<file path="src/rtl/ahb_arbiter.sv">
// Round-robin AHB bus arbiter. It re-arbitrates only at legal transfer boundaries
// and provides address-phase and data-phase owner indices for the bus muxes.
module ahb_arbiter #(
    parameter int unsigned HMST_NUM     = 4,
    parameter int unsigned HBURST_WIDTH = 3,
    parameter int unsigned MST_IDX_W    = $clog2(HMST_NUM)
) (
    input  logic                    hclk,
    input  logic                    hresetn,
    input  logic [HMST_NUM-1:0]     hbusreq_i,
    input  logic [HMST_NUM-1:0]     hlock_i,
    input  logic [1:0]              htrans_i,
    input  logic [HBURST_WIDTH-1:0] hburst_i,
    input  logic                    hready_i,
    output logic [HMST_NUM-1:0]     hgrant_o,
    output logic [MST_IDX_W-1:0]    grant_o,
    output logic [MST_IDX_W-1:0]    grant_d_o,
    output logic                    hmastlock_o
);

    typedef enum logic [1:0] {
        TR_IDLE   = 2'd0,
        TR_BUSY   = 2'd1,
        TR_NONSEQ = 2'd2,
        TR_SEQ    = 2'd3
    } htrans_e;

    typedef enum logic [2:0] {
        BU_SINGLE = 3'd0,
        BU_INCR   = 3'd1,
        BU_WRAP4  = 3'd2,
        BU_INCR4  = 3'd3,
        BU_WRAP8  = 3'd4,
        BU_INCR8  = 3'd5,
        BU_WRAP16 = 3'd6,
        BU_INCR16 = 3'd7
    } hburst_e;

    htrans_e                trans;
    hburst_e                burst;
    logic [4:0]             rem_q, rem_d, rem_load;
    logic [MST_IDX_W-1:0]   grant_q, grant_d;
    logic [MST_IDX_W-1:0]   grant_dp_q, grant_dp_d;
    logic [HMST_NUM-1:0]    hgrant_q, hgrant_d;
    logic                   mlock_q, mlock_d;
    logic [MST_IDX_W-1:0]   winner;
    logic                   boundary;
    logic                   arb_ok;

    assign trans = htrans_e'(htrans_i);
    assign burst = hburst_e'(hburst_i[2:0]);

    // Undefined INCR has zero beats, so beats-1 wraps to 31.
    always_comb begin
        rem_load = 5'd0;
        case (burst)
            BU_SINGLE:           rem_load = 5'd0;
            BU_INCR:             rem_load = 5'd31;
            BU_WRAP4,  BU_INCR4:  rem_load = 5'd3;
            BU_WRAP8,  BU_INCR8:  rem_load = 5'd7;
            BU_WRAP16, BU_INCR16: rem_load = 5'd15;
            default:             rem_load = 5'd0;
        endcase
    end

    always_comb begin
        rem_d = rem_q;
        if (hready_i) begin
            if (trans == TR_NONSEQ) begin
                rem_d = rem_load;
            end else if (trans == TR_SEQ) begin
                rem_d = rem_q - 5'd1;
            end
        end
    end

    always_comb begin
        boundary = (trans == TR_IDLE)
                || (trans == TR_NONSEQ && burst == BU_SINGLE)
                || (trans == TR_SEQ && rem_q == 5'd1)
                || (burst == BU_INCR && !hbusreq_i[grant_q]);
        arb_ok   = hready_i && !hlock_i[grant_q] && boundary;
    end

    // Search starts after the current owner and ends on it; park on master 0 if idle.
    always_comb begin : pick
        int unsigned          idx;
        logic [MST_IDX_W-1:0] idx_w;
        logic                 found;
        idx    = 0;
        idx_w  = '0;
        found  = 1'b0;
        winner = '0;
        for (int unsigned k = 1; k <= HMST_NUM; k++) begin
            idx = 32'(grant_q) + k;
            if (idx >= HMST_NUM) begin
                idx = idx - HMST_NUM;
            end
            idx_w = MST_IDX_W'(idx);
            if (!found && hbusreq_i[idx_w]) begin
                found  = 1'b1;
                winner = idx_w;
            end
        end
    end

    always_comb begin
        grant_d    = grant_q;
        hgrant_d   = hgrant_q;
        grant_dp_d = grant_dp_q;
        mlock_d    = mlock_q;
        if (arb_ok) begin
            grant_d          = winner;
            hgrant_d         = '0;
            hgrant_d[winner] = 1'b1;
            mlock_d          = hlock_i[winner];
        end else if (hready_i) begin
            mlock_d = hlock_i[grant_q];
        end
        if (hready_i) begin
            grant_dp_d = grant_q;
        end
    end

    always_ff @(posedge hclk or negedge hresetn) begin
        if (!hresetn) begin
            rem_q      <= '0;
            grant_q    <= '0;
            hgrant_q   <= HMST_NUM'(1);
            grant_dp_q <= '0;
            mlock_q    <= 1'b0;
        end else begin
            rem_q      <= rem_d;
            grant_q    <= grant_d;
            hgrant_q   <= hgrant_d;
            grant_dp_q <= grant_dp_d;
            mlock_q    <= mlock_d;
        end
    end

    assign hgrant_o    = hgrant_q;
    assign grant_o     = grant_q;
    assign grant_d_o   = grant_dp_q;
    assign hmastlock_o = mlock_q;

endmodule

</file>
<file path="config.mk">
export PLATFORM = sky130hd
export DESIGN_NAME = ahb_arbiter
export DESIGN_NICKNAME = d
export VERILOG_FILES = /design/src/rtl/ahb_arbiter.sv
export SDC_FILE = /design/constraint.sdc
export NUM_CORES = 1
export LEC_CHECK = 0
export ABC_AREA = 1
export CELL_PAD_IN_SITES_DETAIL_PLACEMENT = 1
export CELL_PAD_IN_SITES_GLOBAL_PLACEMENT = 1
export CORE_MARGIN = 10
export CORE_UTILIZATION = 40
export CTS_CLUSTER_SIZE = 8
export DETAILED_ROUTE_END_ITERATION = 8
export DONT_BUFFER_PORTS = 1
export PLACE_DENSITY_LB_ADDON = 0.1
export SKIP_LAST_GASP = 1
export SYNTH_ARGS = -nofsm -noshare
export SYNTH_HDL_FRONTEND = slang
export SYNTH_SLANG_ARGS = --single-unit
</file>
<file path="constraint.sdc">
create_clock -name hclk -period 2.6 [get_ports hclk]
set_clock_uncertainty 0.1 [all_clocks]
set_input_delay 0.26 -clock hclk [delete_from_list [all_inputs] [get_ports hclk]]
set_output_delay 0.26 -clock hclk [all_outputs]
set_load 0.05 [all_outputs]
</file>
Word-level counts from Yosys, hierarchy flattened:

Memories as Yosys holds them, arrays and structs flattened.
Index checks and enable logic that the tools add are counted.

* memories: 1
* output and inout bits: 9
* bits in read-only memories: 40
* bits of input ports: 16
* word-level logic and storage cells: 83
* register bits: 14

* muxes and demuxes: 31
* equality and inequality tests: 4
* add/sub/neg operators: 9
* order comparisons: 11
* reduce and logical (&&, ||, !) cells: 22

Memory list
* (no name shown): words 8, width 5, rd ports 1, clocked after Yosys merged registers in 0, wr ports 0, line 56 `case (burst)`

Operators with widths (number)
* $lt 2x3->1 const B: 6
* $mux 2: 8
* $bmux 1 s2: 7
* $mux 1: 13
* $mux 5: 2
* $ge 3x3->1 const B: 3
* $logic_and 1x1->1: 9
* $sub 2x1->2 const B: 4
* $add 2x2->3 const B: 2
* $eq 5x1->1 const B: 1
* $logic_not 1->1: 5
* $sub 5x1->5 const B: 1
* $add 2x3->4 const B: 1
* $eq 2x2->1 const B: 2
* $ge 4x3->1 const B: 1
* $reduce_bool 2->1: 2
* $add 2x1->3 const B: 1
* $eq 3x1->1 const B: 1
* $logic_not 3->1: 1
* $logic_or 1x1->1: 3
* $demux 1 s2: 1
* $ge 2x1->1 const B: 1
* $logic_not 2->1: 1
* $reduce_and 2->1: 1

Logic depth before layout (Yosys ltp):

* depth in word-level cells: 19
* mapped depth: 15
* depth with buffers taken out: 14

Least setup slack after synthesis:

No wires, ideal clock.

* kind: register to register
* start point: reg grant_q[0], in the netlist grant_o[0]
* end point: reg mlock_q, in the netlist hmastlock_o
* data required time: 2378 ps
* period minus slack after synthesis: 2004 ps
* buffers on the path: 1
* library setup time: 122 ps
* setup slack: 596 ps
* arrival time: 1782 ps
* cell stages (with the launch flop): 13
* cell sequence: dfrtp_1 > buf_4 > nand2_1 > nand3_1 > nand2_1 > nor2_4 > nand4_1 > nand2_2 > nand2_1 > nand3_1 > nand2_1 > nand2_1 > a21oi_2

* word-level cells in the longest chain between the ends: 18
* elaborated cells between the ends (all ways): 52
* those cells by class: add/sub: 8; order compare: 4; mux: 27; reduce/logical: 13

Ends and longest elaborated chain
* start, declared: line 42 `logic [MST_IDX_W-1:0] grant_q, grant_d;`
* start signal, assigned: line 134 `grant_q <= grant_d;`
* $add 2x1->3: line 95 `idx = 32'(grant_q) + k;`
* $ge 3x3->1 or $sub 2x1->2 (tied branches): line 96, 97
* $mux 2: line 96 `if (idx >= HMST_NUM) begin`
* $bmux 1 s2: line 100 `if (!found && hbusreq_i[idx_w]) begin`
* $mux 1 (not written as such): line 100
* $mux 1: line 100
* $logic_not 1->1: line 100
* $logic_and 1x1->1: line 100
* (+2 left out)
* $logic_and 1x1->1: line 100
* $mux 1: line 100
* $logic_not 1->1: line 100
* $logic_and 1x1->1: line 100
* $mux 2: line 100
* $bmux 1 s2: line 116 `mlock_d = hlock_i[winner];`
* $mux 1 (not written as such): line 116
* $mux 1: line 112 `if (arb_ok) begin`
* end signal, assigned: line 137 `mlock_q <= mlock_d;`
* end, declared: line 45 `logic mlock_q, mlock_d;`

Several ways; a longest one is shown, not always the timed one. The select of a mux whose other input is x is not followed.
A chain may end at the register's enable or synchronous reset.

Worst setup path after layout:

Same ends and word-level chain as after synthesis.

==> results.ini <==
[setup_path]
crit_path_max_fanout = 13
path_delay_family = simple AND/OR/NAND/NOR gates
startpoint = grant_o[0]
crit_type = register to register
critical_path.endpoint_type = register
cpPeakStageDelay_ns = 0.62
required_ns = 2.68
cp-start-kind = register
arrival_ns = 2.26
path_cells = inv_2, nand2_1, nand2_1, nand2_4, nand2_4, nor2_4, nand4_1, nand2_2, nand2_1, nand3_1, nand2_1, nand2_1, a21oi_2
cp_common_cell = nand2_1
r2r_start = grant_o[0]
cp_slowest_cell = dfrtp_1
critPathBufInv = 1

[hold_path]
worstHoldStart = hready_i
hp-class = input port to register

[global_route]
track_usage_pct = 12.8
grt_pass1_wl_um = 5540
grt_pass1_vias = 1150
overflow = 0
grt_max_degree = 15
antenna_found_initial = 0

[timing]
finalSetupViolCount = 0
fin_crit_sh_pct = 84.0
hold_viol_final = 0
worstMarginPinSlew_ns = 0.679
final_max_slew_viol_count = 0
max_slew_margin_pct = 54.6
rsz0062_at_grt = no
hold_slack_ns = 0.0336
fmax_ghz = 0.458
layout_min_cycle_time_ns = 2.18
tns_ns = 0

[drt]
ant_nets = 0
viasPerCell = 5.47
first_iter_violations = 42
first_pass_iters = 4
drc_errors = 0
vias = 1061
post_drt_wl_per_cell_um = 16.6
totalWireLength_um = 3230

[floorplan]
io_pins = 25
num_rows = 18
dieWidth_um = 71.4
start_util_pct = 42.2
core_mm2 = 0.00250
die_h_um = 71.4
die-area_mm2 = 0.00509

[logic_synthesis]
ys.flop_type = dfrtp_1
ys_ff_latch = 14
synth.distinct_cells = 27
yosysSeqAreaShare_pct = 33.3
post-synth-top-count-cell = nand2_1
async_flop_share_pct = 100
ys.warnings.count = 0
synth_largest_area_cell = dfrtp_1
synth-edff-count = 0
avgSynthCellArea_um2 = 6.72
synth.cell_area_mm2 = 0.00105
netlist_top_cells_count = nand2_1 (43), inv_1 (20), dfrtp_1 (13), o21ai_0 (13), nand3_1 (12)
synth_area_leaders = dfrtp_1 (31%), nand2_1 (15%), inv_1 (7.1%)
syn_nets = 175
synth_top_area_share_pct = 30.8
netlist_instances = 157

[placement]
dpl.hpwl_um = 2590
finalWeightedCongestion = 0.747
io_buffers = 0

[cts]
clk_pin_slew_ns = 0.09
clock_path_buffers = 2
cts_tree = built
cts.sinks = 14
hold_buffers = 2
numCtsBuffers = 3
root_buffer = clkbuf_4
htree_levels = 1
ctsResizeCount = 0
cts_setup_buffers = 0
clk_latency_ns = 0.28

[pwr]
p_leak_nw = 0.600
ir_drop_mv = 0.665
powerDensity_mw_per_mm2 = 1330

[outcome]
outcome = finished, final reports clean

[cells_and_area]
nets = 183
diodes = 0
drive_gt1_share_pct = 15.2
area_growth_syn_to_layout_pct = 9.25

[run]
max_cap_viol_count = 0

cell type report:
class / instances / area (um^2)
timing repair buffer: 5 / 42.5
fill: 339 / 1350
inverter: 26 / 97.6
sequential: 14 / 352
clock buffer: 4 / 36.3
tap: 30 / 37.5
multi-input combinational: 115 / 587
metal layers:
| layer | routed length [um] | vias up | global-route usage [%] |
|---|---|---|---|
| met5 | 0 | - | 0 |
| met4 | 27 | 0 | 2.15 |
| met3 | 182 | 4 | 4.13 |
| met2 | 1630 | 22 | 22.5 |
| met1 | 1380 | 509 | 15.0 |
| li1 | - | 526 | - |
cell usage in the layout, fill, tap and decap left out, types with 5 or more instances in the layout:
master	count
nand4_1	5
inv_1	20
nor2_1	9
nand3_1	12
inv_2	5
nand2_1	43
dfrtp_1	13
o21ai_0	13
nand2_2	6
a21oi_1	7
final timing paths:
kind / to / cells past startpoint / slack [ns]
setup reg to reg: hmastlock_o / 13 / 0.42
hold reg to reg: rem_q[1] / 2 / 0.49
min in group asynchronous: rem_q[1] / 1 / 0.35
max in group asynchronous: grant_o[1] / 1 / 1.63
setup / recovery: hmastlock_o / 13 / 0.42
hold / removal: hmastlock_o / 2 / 0.03
kinds of logic after synthesis:
family | share of synthesized area, %
AO/OA/AOI/OAI | 16.4
XOR/XNOR | 0.831
adder cells (fa/ha/maj) | 2.37
buffers and inverters | 11.0
flip-flops | 33.3
AND/OR/NAND/NOR | 36.1
report_power, final:
part | internal, mW | switching (mW)
clock network | 0.0852 | 0.0793
logic | 0.259 | 0.585
registers | 0.298 | 0.227
total | 0.642 | 0.891
registers in the layout (all words and copies together), names as in the netlist:
signal       cells
hgrant_o         4
grant_d_o        2
rem_q            5
grant_o          2
hmastlock_o      1
worst reg2reg max path: stages (launching register included):
cell,delay (ns)
dfrtp_1,0.62
inv_2,0.20
nand2_1,0.10
nand2_1,0.13
nand2_4,0.13
nand2_4,0.06
nor2_4,0.10
nand4_1,0.18
nand2_2,0.17
nand2_1,0.06
nand3_1,0.06
nand2_1,0.06
nand2_1,0.07
a21oi_2,0.05
per-stage QoR:
step | total power, mW | cell area [um^2] | util [%] | instances | worst slack, ns
6_report | 1.53 | 1150 | 46.1 | 194 | 0.416
5_1_grt | 1.68 | 1150 | 46.1 | 194 | 0.205
4_1_cts | 1.54 | 1150 | 46.1 | 194 | 0.421
3_5_place_dp | 1.37 | 1100 | 43.8 | 188 | 0.436
3_3_place_gp | 1.33 | 1100 | 43.8 | 188 | 0.474
2_1_floorplan | 1.18 | 1050 | - | 157 | 0.596
Note: power is estimated with default switching activity, not from simulation.
